`src/rtl/datapath_unit.sv`:
```
// Multi-cycle arithmetic unit: ADD/SUB in one cycle,
// MUL/DIV iterate one bit per cycle over latched operands.
module datapath_unit #(
  parameter int WIDTH = 16
) (
  input  logic             clk,
  input  logic             reset,
  input  logic             enable,
  input  logic [3:0]       opcode,
  input  logic [7:0]       a,
  input  logic [7:0]       b,
  output logic [WIDTH-1:0] result,
  output logic             done,
  output logic             err,
  output logic             busy
);

  typedef enum logic [1:0] {
    IDLE,
    EXEC,
    DONE,
    HOLD
  } state_t;

  state_t     state;
  logic [3:0] op_r;
  logic [7:0] a_r;
  logic [7:0] b_r;
  logic [2:0] cnt;
  logic [15:0] acc;
  logic [7:0] quo;
  logic [7:0] rem;

  logic        is_add;
  logic        is_sub;
  logic        is_mul;
  logic        is_div;
  logic        is_dz;
  logic        last;
  logic [15:0] mul_nx;
  logic [8:0]  trial;
  logic        div_ge;
  logic [7:0]  rem_nx;
  logic [7:0]  quo_nx;
  logic [WIDTH-1:0] res_nx;
  logic        err_nx;

  assign is_add = (op_r == 4'd0);
  assign is_sub = (op_r == 4'd1);
  assign is_mul = (op_r == 4'd2);
  assign is_div = (op_r == 4'd3) && (b_r != 8'd0);
  assign is_dz  = (op_r == 4'd3) && (b_r == 8'd0);
  assign last   = !(is_mul || is_div) || (cnt == 3'd7);

  // shift-add: add a << cnt when multiplier bit cnt is set
  assign mul_nx = b_r[cnt] ? acc + ({8'd0, a_r} << cnt)
                           : acc;

  // restoring division: dividend bits shift out of quo
  assign trial  = {rem, quo[7]};
  assign div_ge = (trial >= {1'b0, b_r});
  assign rem_nx = div_ge ? 8'(trial - {1'b0, b_r})
                         : trial[7:0];
  assign quo_nx = {quo[6:0], div_ge};

  always_comb begin
    res_nx = '0;
    err_nx = 1'b0;
    unique case (1'b1)
      is_add: res_nx = {8'd0, a_r} + {8'd0, b_r};
      is_sub: res_nx = {8'd0, a_r} - {8'd0, b_r};
      is_mul: res_nx = mul_nx;
      is_div: res_nx = {quo_nx, rem_nx};
      is_dz: begin
        res_nx = '1;
        err_nx = 1'b1;
      end
      default: begin
        res_nx = '0;
        err_nx = 1'b1;
      end
    endcase
  end

  always_ff @(posedge clk or negedge reset) begin
    if (!reset) begin
      state  <= IDLE;
      result <= '0;
      done   <= 1'b0;
      err    <= 1'b0;
      busy   <= 1'b0;
      cnt    <= '0;
      op_r   <= '0;
      a_r    <= '0;
      b_r    <= '0;
      acc    <= '0;
      quo    <= '0;
      rem    <= '0;
    end else begin
      done <= 1'b0;
      case (state)
        IDLE: begin
          if (enable) begin
            op_r  <= opcode;
            a_r   <= a;
            b_r   <= b;
            err   <= 1'b0;
            cnt   <= '0;
            acc   <= '0;
            quo   <= a;
            rem   <= '0;
            busy  <= 1'b1;
            state <= EXEC;
          end
        end
        EXEC: begin
          if (last) begin
            result <= res_nx;
            err    <= err_nx;
            done   <= 1'b1;
            state  <= DONE;
          end else begin
            cnt <= cnt + 3'd1;
            acc <= mul_nx;
            quo <= quo_nx;
            rem <= rem_nx;
          end
        end
        DONE: begin
          busy  <= enable;
          state <= enable ? HOLD : IDLE;
        end
        HOLD: begin
          if (!enable) begin
            busy  <= 1'b0;
            state <= IDLE;
          end
        end
        default: state <= IDLE;
      endcase
    end
  end

endmodule

```
`config.mk`:
```
export PLATFORM = sky130hd
export DESIGN_NAME = datapath_unit
export DESIGN_NICKNAME = d
export VERILOG_FILES = /design/src/rtl/datapath_unit.sv
export SDC_FILE = /design/constraint.sdc
export NUM_CORES = 1
export LEC_CHECK = 0
export BUFFER_PORTS_ARGS = -buffer_cell sky130_fd_sc_hd__clkbuf_2
export CAP_MARGIN = 20
export CORE_MARGIN = 5
export CORE_UTILIZATION = 30
export DETAILED_ROUTE_END_ITERATION = 12
export PLACE_DENSITY_LB_ADDON = 0.1
export REMOVE_ABC_BUFFERS = 1
export SKIP_LAST_GASP = 1
export SYNTH_ARGS = -nofsm -noshare
export SYNTH_HDL_FRONTEND = slang
export SYNTH_SLANG_ARGS = --single-unit
```
`constraint.sdc`:
```
create_clock -name clk -period 3.7 [get_ports clk]
set_input_delay 0 -clock clk [delete_from_list [all_inputs] [get_ports clk]]
set_output_delay 0 -clock clk [all_outputs]
set_load 0.01 [all_outputs]
```
==> flow_summary.json, run 1 <==
{
  "clkPwrFrac_pct": 16.3,
  "max_stage_delay_ns": 0.48,
  "finalHoldViolations": 0,
  "critical_path.slowest_cell": "dfrtp_2",
  "synth-edff-count": 0,
  "place_congestion": 0.861,
  "drc": 0,
  "final_cell_mix": "dfrtp_1, nand2_1, o21ai_0, a21oi_1, ha_1",
  "antenna_found_initial": 0,
  "required_ns": 3.92,
  "path_delay_family": "compound AO/OA/AOI/OAI gates",
  "die_w_um": 147,
  "ys.flop_type": "dfrtp_1",
  "final_antenna_net_count": 0,
  "rsz0062_at_grt": "false",
  "powerDensity_mw_per_mm2": 884,
  "cts_tree": "built",
  "first_global_vias": 5156,
  "ys_types": 65,
  "syn2layout_area_growth_pct": 18.5,
  "intPower_uw": 3070,
  "ir_worst_vdd_v": 0.000327,
  "netlist_area_mm2": 0.00562,
  "synth-seq-cells": 76,
  "final_core_util_pct": 35.8,
  "cts_root_buffer": "clkbuf_16",
  "grt_pass1_wl_mm": 29.6,
  "first_pass_iters": 5,
  "portBuffers": 41,
  "relSlewSlack_pct": 46.5,
  "vias": 5064,
  "path_depth": 11,
  "fin_crit_ns": 3.37,
  "fin_worst_skew_ns": 0.0129,
  "ys_seq_area_share_pct": 33.9,
  "pin_count": 42,
  "setup_ws_ns": 0.326,
  "seqPwrFrac_pct": 26.2,
  "crit_path_frequent_cell": "o21ai_0",
  "dieArea_mm2": 0.0216,
  "rows": 50,
  "syn_area_per_cell_um2": 8.87,
  "cts_buffers": 9,
  "hpwl_mm": 14.2,
  "r2r_cells": 11,
  "globalRouteOverflowTotal": 0,
  "power.switching_uw": 2820,
  "grt_max_degree": 53,
  "p_comb_share_pct": 57.5,
  "swShare_pct": 47.8,
  "crit_buf_inv": 0,
  "n_fill_cell": 1882,
  "leakage_uw": 0.00299,
  "maxCapViolations": 0,
  "numPlacedInstances": 897,
  "path_cells": "mux2_2, o21ai_0, mux2i_1, ha_1, a21o_1, a221o_1, a21o_1, a221oi_1, o21ai_0, xnor2_1, o21ai_0",
  "track_usage_pct": 17.5,
  "die-height_um": 147,
  "place_ws_ns": 0.262,
  "cp_max_fo": 10,
  "ys_async_sr_fraction_pct": 100,
  "clk-insertion-delay-late_ns": 0.36,
  "drt-total-wl_mm": 18.3,
  "period_share_pct": 91.2,
  "core_area_mm2": 0.0186,
  "final_cells": 935,
  "finalSetupTns_ns": 0,
  "cts.sinks": 76,
  "via_per_inst": 5.42,
  "end_kind": "register",
  "final_common_cell": "dfrtp_1",
  "final_nets": 764,
  "status": "completed",
  "wire_per_inst_um": 19.6,
  "hold_path.class": "input pin to async pin",
  "tightest_slew_ns": 0.782,
  "maxSlewViolCount": 0,
  "n_antenna_cell": 0,
  "h-tree-depth": 3,
  "clk_pin_slew_ns": 0.08,
  "fmax_mhz": 296,
  "setup_viol_count_final": 0,
  "start_util_pct": 30.2,
  "startpoint_type": "register",
  "drive_gt1_share_pct": 16.3,
  "clk_path_buf_depth": 2,
  "synth_warnings": 0,
  "dr.first_iter.drc_count": 264,
  "post_cts.repair.setup_buffers": 0,
  "critPathKind": "register to register",
  "arrival_ns": 3.60,
  "syn_inst": 633
}
-- sequential cells by signal, indices dropped and copies added (netlist names) --
| name | cells |
|---|---|
| state | 2 |
| rem | 8 |
| b_r | 8 |
| done | 1 |
| busy | 1 |
| cnt | 3 |
| op_r | 4 |
| err | 1 |
| a_r | 8 |
| quo | 8 |
| result | 16 |
| acc | 16 |
-- power by group through the flow --
| stage | clock network, uW | logic (uW) | registers [uW] |
|---|---|---|---|
| 2_1_floorplan | 0 | 2360 | 1430 |
| 3_3_place_gp | 0 | 3330 | 1560 |
| 3_5_place_dp | 0 | 3360 | 1570 |
| 4_1_cts | 990 | 3390 | 1550 |
| 5_1_grt | 1030 | 3770 | 1590 |
| 6_report | 958 | 3390 | 1540 |
-- cells in the mapped netlist (3+ instances only) --
cell,number,share of area [%]
and3_1,8,0.89
clkbuf_1,17,1.1
a22oi_1,7,0.94
mux2i_1,18,3.2
ha_1,41,9.1
nand2_1,62,4.1
nor2_1,38,2.5
a221oi_1,7,1.1
nor2b_1,8,0.89
o21bai_1,5,0.67
o211ai_1,7,0.94
a21oi_1,42,3.7
buf_1,3,0.20
o22ai_1,5,0.56
or3_1,7,0.78
fa_1,4,1.4
xor2_1,7,1.1
o221ai_1,6,0.94
nand2b_1,5,0.56
nand3_1,36,3.2
mux2_2,24,4.8
and2_1,7,0.78
a21o_1,11,1.5
nor3_1,4,0.36
a31oi_1,13,1.4
o21ai_0,53,4.7
buf_2,5,0.45
inv_1,31,2.1
dfrtp_1,76,34
xnor2_1,14,2.2
or2_2,6,0.67
a2111oi_0,3,0.47
o21a_1,8,1.1
-- through the flow --
| step | power (uW) | area [um2] | hold WS (ns) |
|---|---|---|---|
| floorplan | 3780 | 5500 | -0.296 |
| global placement | 4880 | 6120 | 0.113 |
| detailed placement | 4930 | 6120 | 0.130 |
| CTS | 5940 | 6660 | 0.286 |
| global route | 6390 | 6660 | 0.345 |
| finish | 5890 | 6660 | 0.267 |
-- worst register-to-register path: stages (launching register included) --
cell and delay [ns]:
dfrtp_2 0.48, mux2_2 0.37, o21ai_0 0.25, mux2i_1 0.13, ha_1 0.40, a21o_1 0.21, a221o_1 0.33, a21o_1 0.19
a221oi_1 0.41, o21ai_0 0.19, xnor2_1 0.20, o21ai_0 0.10
-- area by class of cell --
cell class	instances	area [um2]	area share, %
timing repair buffer	79	548	8.23
inverter	33	124	1.86
clock inverter	6	71.3	1.07
tap	234	293	4.40
multi-input combinational	497	3480	52.3
clock buffer	10	239	3.59
sequential	76	1900	28.6
-- logic make-up (layout without fill, tap and decap cells) --
group,Yosys count,after routing,share of synthesized area [%]
AO/OA/AOI/OAI,194,194,22.5
AND/OR/NAND/NOR,192,192,16.3
flip-flops,76,76,33.9
buffers and inverters,60,128,4.25
adder cells (fa/ha/maj),45,45,10.6
multiplexers,45,45,9.22
XOR/XNOR,21,21,3.27
-- worst paths after layout --
check	to	from	slack [ns]
hold reg to reg	busy	state[0]	0.49
setup / recovery	acc[14]	cnt[0]	0.33
max in group asynchronous	cnt[0]	reset	2.55
setup reg to reg	acc[14]	cnt[0]	0.33
hold / removal	rem[3]	reset	0.27
min in group clk	op_r[0]	opcode[0]	0.41
-- metal layers --
metal / part of all wire (%) / routed length [um] / global-route usage (%)
met5: 0 / 0 / 0
met4: 2.3 / 421 / 6.49
met3: 4.0 / 732 / 2.53
met2: 46 / 8490 / 27.6
met1: 47 / 8660 / 24.4
-- what timing repair did --
item / in CTS / in global routing
hold endpoints to repair: 81 / 0
gates resized for setup: 0 / 1
hold buffers: 22 / 0
endpoints found under the setup margin: 0 / 2
Power figures use the tool's default switching activity.
==> inputs of run 2 (changes only) <==
==> constraint.sdc (replaced) <==
create_clock -name clk -period 4.09 [get_ports clk]
set_input_delay 0 -clock clk [delete_from_list [all_inputs] [get_ports clk]]
set_output_delay 0 -clock clk [all_outputs]
set_load 0.01 [all_outputs]
==> run 2 against run 1 <==
Sequential power shrank 8%. Total power decreased by 8.8%. Register-to-register slack better by 0.14 ns. Maximum frequency is 6.9% lower. Design area decreased by 0.23%. Clock power down 4.1%.
==> flow_summary.json, run 2 (same netlist as run 1, synthesis figures left out) <==
{
  "status": "completed",
  "drc": 0,
  "setup_viol_count_final": 0,
  "required_ns": 4.30,
  "drt-total-wl_mm": 18.1,
  "period_share_pct": 88.6,
  "design_area_mm2": 0.00664,
  "top_regs": "acc (16), result (16)",
  "fin_worst_skew_ns": 0.00936,
  "end_kind": "register",
  "rows": 50,
  "cts_buffers": 9,
  "dr.first_iter.drc_count": 296,
  "core_area_mm2": 0.0186,
  "final_common_cell": "dfrtp_1",
  "vias": 4992,
  "leakage_uw": 0.00298,
  "die-height_um": 147,
  "grt_pass1_wl_mm": 28.3,
  "startpoint_type": "register",
  "n_fill_cell": 1929,
  "post_cts.repair.setup_buffers": 0,
  "relSlewSlack_pct": 43.4,
  "dpl_cell_area_mm2": 0.00606,
  "maxCapViolations": 0,
  "arrival_ns": 3.83,
  "wire_per_inst_um": 19.5,
  "regArea_mm2": 0.00190,
  "cts.sinks": 76,
  "rsz0062_at_grt": "false",
  "r2r_cells": 11,
  "tightest_slew_ns": 0.828,
  "max_stage_delay_ns": 0.69,
  "final_nets": 757,
  "track_usage_pct": 16.9,
  "dieArea_mm2": 0.0216,
  "finalSetupTns_ns": 0,
  "h-tree-depth": 3,
  "clkPwrFrac_pct": 17.1,
  "intPower_uw": 2800,
  "cts_tree": "built",
  "drive_gt1_share_pct": 15.3,
  "fmax_mhz": 276,
  "critical_path.slowest_cell": "dfrtp_1",
  "critPathKind": "register to register",
  "portBuffers": 41,
  "syn2layout_area_growth_pct": 18.2,
  "globalRouteOverflowTotal": 0,
  "first_pass_iters": 5,
  "place_congestion": 0.882,
  "grt_max_degree": 77,
  "p_comb_share_pct": 56.5,
  "finalHoldViolations": 0,
  "swShare_pct": 47.8,
  "clk_pin_slew_ns": 0.07,
  "die_w_um": 147,
  "cp_max_fo": 14,
  "hold_path.class": "input pin to async pin",
  "hpwl_mm": 13.9,
  "path_cells": "mux2_2, o21ai_0, mux2i_1, ha_1, a21o_1, a221o_1, a21o_1, a221oi_1, o21ai_0, xnor2_1, o21ai_0",
  "clk_path_buf_depth": 2,
  "clk-insertion-delay-late_ns": 0.36,
  "antenna_found_initial": 0,
  "power.switching_uw": 2570,
  "pin_count": 42,
  "ir_worst_vdd_v": 0.000285,
  "final_cell_mix": "dfrtp_1, nand2_1, o21ai_0, a21oi_1, ha_1",
  "cts_root_buffer": "clkbuf_16",
  "fin_crit_ns": 3.62,
  "start_util_pct": 30.2,
  "crit_path_frequent_cell": "o21ai_0",
  "maxSlewViolCount": 0,
  "powerDensity_mw_per_mm2": 808,
  "n_antenna_cell": 0,
  "via_per_inst": 5.38,
  "final_antenna_net_count": 0,
  "multi_input_area_mm2": 0.00348,
  "first_global_vias": 4853,
  "seqPwrFrac_pct": 26.4
}
==> run 2: cell count changes in the layout (fill, tap and decap cells not counted) <==
| cell | before | now |
|---|---|---|
| buf_16 | 0 | 1 |
| inv_6 | 2 | 4 |
| buf_4 | 17 | 9 |
| clkinvlp_4 | 2 | 0 |
| bufinv_16 | 1 | 2 |
| dfrtp_2 | 1 | 0 |
| clkbuf_8 | 1 | 0 |
| dfrtp_1 | 75 | 76 |
==> run 2: final cells by class <==
cell class	instances	share of cell area (%)
clock inverters	7	1.56
repair buffers	72	7.76
inverters	33	1.87
well taps	234	4.41
flip-flops and latches	76	28.6
clock buffers	9	3.39
multi-input cells	497	52.4
==> run 2: stage by stage <==
step                      power [uW]  worst slack, ns  util, %  cells  hold WS, ns
after global routing            5800            0.123     35.7    928        0.147
after detailed placement        4450            0.505     32.6    889        0.236
after floorplan                 3420            0.895        -    606       -0.296
after CTS                       5400            0.468     35.6    927        0.409
after global placement          4430            0.594     32.6    889        0.234
final                           5370            0.468     35.7    928        0.108
==> run 2: power by group through the flow <==
stage               Combinational [uW]  Sequential [uW]  Clock, uW
floorplan                         2130             1290          0
CTS                               3040             1420        940
detailed placement                3010             1440          0
global route                      3370             1450        973
finish                            3030             1410        919
global placement                  3000             1430          0
==> run 2: metal layers <==
metal  global-route usage, %  up-vias  routed length [um]
met5                       0        -                   0
met4                    5.50        0                 461
met3                    3.24       29                 693
met2                    26.2      125                8180
met1                    23.7     2405                8730
li1                        -     2433                   -
==> run 2: what timing repair did <==
| item | CTS | global route |
|---|---|---|
| endpoints found under the hold margin | 106 | 0 |
| hold buffers | 22 | 0 |
| resized for setup | 0 | 0 |
==> run 2: critical path, delay by kind of cell (launching register included) <==
kind | cells | cell delay (ns)
adders and majority gates | 1 | 0.39
xor gates and xnor gates | 1 | 0.19
muxes | 2 | 0.54
DFF | 1 | 0.69
AOI/OAI and AO/OA | 7 | 1.66
==> run 2: path summary, 6_finish.rpt <==
kind                            slack (ns)  startpoint   endpoint
worst min-delay path                  0.11       reset     acc[2]
worst max-delay path                  0.47      cnt[0]    acc[14]
max in group asynchronous             3.37       reset     a_r[3]
worst max register to register        0.47      cnt[0]    acc[14]
worst min register to register        0.49   result[2]  result[2]
min in group clk                      0.41   opcode[0]    op_r[0]
==> inputs of run 3 (changes only) <==
--- a/config.mk
+++ b/config.mk
@@ -5,6 +5,7 @@
 export SDC_FILE = /design/constraint.sdc
 export NUM_CORES = 1
 export LEC_CHECK = 0
+export ABC_AREA = 1
 export BUFFER_PORTS_ARGS = -buffer_cell sky130_fd_sc_hd__clkbuf_2
 export CAP_MARGIN = 20
 export CORE_MARGIN = 5
==> run 3 against run 2 <==
Wire length increased by 5.9%. Global-route usage is 1.0 points higher. Critical path type unchanged. Combinational power rose by 15%. First-iteration DRC count down 2.4%. Synthesized cell count grew 36%. Total power increased by 7.0%. Largest cell class unchanged. Sequential power about the same. Register-to-register slack gained 0.48 ns. Critical path depth rose by 7. Flip-flop and latch count is the same.
==> flow_summary.json, run 3 <==
{
  "status": "completed",
  "final_core_util_pct": 35.4,
  "cts_tree": "built",
  "top_regs": "acc (16), result (16)",
  "via_per_inst": 4.75,
  "ys_seq_area_share_pct": 32.2,
  "tightest_slew_ns": 0.616,
  "p_total_uw": 5740,
  "clk_pin_slew_ns": 0.07,
  "p_comb_share_pct": 60.6,
  "synth_warnings": 0,
  "rrSetupSlack_ns": 0.95,
  "track_usage_pct": 17.9,
  "die-height_um": 150,
  "power.switching_uw": 3010,
  "grt_pass1_wl_mm": 30.8,
  "die_w_um": 150,
  "final_antenna_net_count": 0,
  "synth_top_area_share_pct": 32.2,
  "seqPwrFrac_pct": 24.2,
  "maxSlewViolCount": 0,
  "first_global_vias": 5695,
  "place_congestion": 0.867,
  "startpoint_type": "register",
  "final_cell_mix": "nand2_1, inv_1, nand3_1, dfrtp_1, a21oi_1",
  "cts.sinks": 76,
  "swShare_pct": 52.4,
  "end_kind": "register",
  "synth-edff-count": 0,
  "ctsResizeCount": 0,
  "syn_inst": 860,
  "synth_common_cells": "nand2_1, inv_1, nand3_1, dfrtp_1, a21oi_1",
  "wire_per_inst_um": 16.2,
  "cp_max_fo": 17,
  "synth_top_area_cell": "dfrtp_1",
  "n_fill_cell": 2153,
  "rsz0062_at_grt": "false",
  "arrival_ns": 3.39,
  "drt-total-wl_mm": 19.1,
  "postCtsHoldBufs": 22,
  "syn_area_per_cell_um2": 6.86,
  "cts_buffers": 9,
  "intPower_uw": 2740,
  "ys.flop_type": "dfrtp_1",
  "hold_path.class": "input pin to async pin",
  "fmax_mhz": 318,
  "start_util_pct": 30.4,
  "drc": 0,
  "cts_root_buffer": "clkbuf_16",
  "h-tree-depth": 3,
  "fin_worst_skew_ns": 0.0102,
  "yosysMostFrequentCell": "nand2_1",
  "globalRouteOverflowTotal": 0,
  "grt_max_degree": 48,
  "pin_count": 42,
  "ys_types": 37,
  "crit-reg2reg-capture": "result[10]",
  "ir_worst_vdd_v": 0.000320,
  "leakage_uw": 0.00357,
  "vias": 5623,
  "hpwl_mm": 14.6,
  "synth_area_leaders": "dfrtp_1, nand2_1, ha_1, nand3_1, inv_1",
  "rows": 51,
  "r2r_cells": 18,
  "fin_crit_ns": 3.14,
  "portBuffers": 41,
  "synth-seq-cells": 76,
  "final_nets": 981,
  "core_area_mm2": 0.0194,
  "ys_async_sr_fraction_pct": 100,
  "finalSetupTns_ns": 0,
  "critPathKind": "register to register",
  "n_antenna_cell": 0,
  "required_ns": 4.34,
  "clk_path_buf_depth": 2,
  "setup_viol_count_final": 0,
  "period_share_pct": 76.8,
  "clk-insertion-delay-late_ns": 0.36,
  "antenna_found_initial": 0,
  "netlist_area_mm2": 0.00590,
  "first_pass_iters": 5,
  "post_cts.repair.setup_buffers": 0,
  "final_common_cell": "nand2_1",
  "clkPwrFrac_pct": 15.2,
  "dieArea_mm2": 0.0226,
  "powerDensity_mw_per_mm2": 836,
  "relSlewSlack_pct": 59.0,
  "syn2layout_area_growth_pct": 16.3,
  "finalHoldViolations": 0,
  "maxCapViolations": 0,
  "drive_gt1_share_pct": 10.2,
  "reg2reg_from": "cnt[0]",
  "dr.first_iter.drc_count": 289
}
-- run 3: changes by cell type in the layout (fill, tap and decap cells not counted), moves of 9 or more --
cell / change
o21ai_1: +33
mux2i_1: -13
a21o_1: -11
nand4_1: +10
nor2_1: +12
o21ai_0: -18
a31oi_1: -10
mux2_2: -16
xnor2_1: -9
a21oi_1: +9
inv_1: +73
nand2_1: +206
nand3_1: +52
-- run 3: metrics by stage --
stage / worst slack, ns / cells / hold WS (ns) / area (um2)
4_1_cts: 0.945 / 1183 / 0.131 / 6860
3_5_place_dp: 0.965 / 1145 / -0.0295 / 6330
3_3_place_gp: 0.962 / 1145 / -0.0266 / 6330
5_1_grt: 0.586 / 1183 / 0.173 / 6860
2_1_floorplan: 1.55 / 833 / -0.296 / 5750
6_report: 0.948 / 1183 / 0.128 / 6860
-- run 3: how the worst max path moves through the flow --
stage / start / endpoint / slack (ns)
after floorplan: cnt[0] / result[14] / 1.55
after global placement: cnt[0] / result[13] / 0.96
after detailed placement: cnt[0] / result[13] / 0.96
after CTS: cnt[0] / result[13] / 0.95
after global routing: cnt[0] / result[15] / 0.59
final: cnt[0] / result[10] / 0.95
-- run 3: worst max-delay path, stage by stage, from the launching register on --
cell and delay (ns):
dfrtp_1 0.70, inv_2 0.22, o21ai_0 0.29, nand2_1 0.12, nor2_1 0.17, inv_1 0.08
fa_1 0.44, inv_1 0.07, nand3_1 0.06, nand2_1 0.15, nand2_1 0.09, nand2_1 0.11
nand2_1 0.07, nand3_1 0.07, nand3_1 0.10, nand3_1 0.10, nand2_1 0.08, nand2_1 0.07
nand2_1 0.05
-- run 3: cells by family after synthesis --
logic type,after synthesis,share of synthesized area (%)
flip-flops,76,32.2
XOR/XNOR,9,1.34
multiplexers,13,2.37
AND/OR/NAND/NOR,442,32.1
adder cells (fa/ha/maj),45,10.1
buffers and inverters,138,9.63
AO/OA/AOI/OAI,137,12.3
-- run 3: routing by layer --
layer  vias to the layer above  routed length, um  global-route usage (%)
li1                       2916                  -                       -
met1                      2589               8850                    22.9
met2                        93               9250                    31.1
met3                        25                585                    2.95
met4                         0                451                    5.08
met5                         -                  0                       0
-- run 3: power groups by stage --
| stage | Sequential, uW | Clock (uW) | Combinational, uW |
|---|---|---|---|
| 2_1_floorplan | 1310 | 0 | 2550 |
| 3_3_place_gp | 1410 | 0 | 3500 |
| 3_5_place_dp | 1410 | 0 | 3470 |
| 4_1_cts | 1400 | 891 | 3500 |
| 5_1_grt | 1430 | 915 | 3990 |
| 6_report | 1390 | 871 | 3480 |
-- run 3: cell type report --
type                            count  area [um2]  share of cell area (%)
Clock buffer                       10         239                    3.48
Clock inverter                      6        71.3                    1.04
Inverter                          111         417                    6.07
Multi-Input combinational cell    646        3430                    50.0
Sequential cell                    76        1900                    27.7
Tap cell                          265         332                    4.83
Timing Repair Buffer               69         473                    6.89
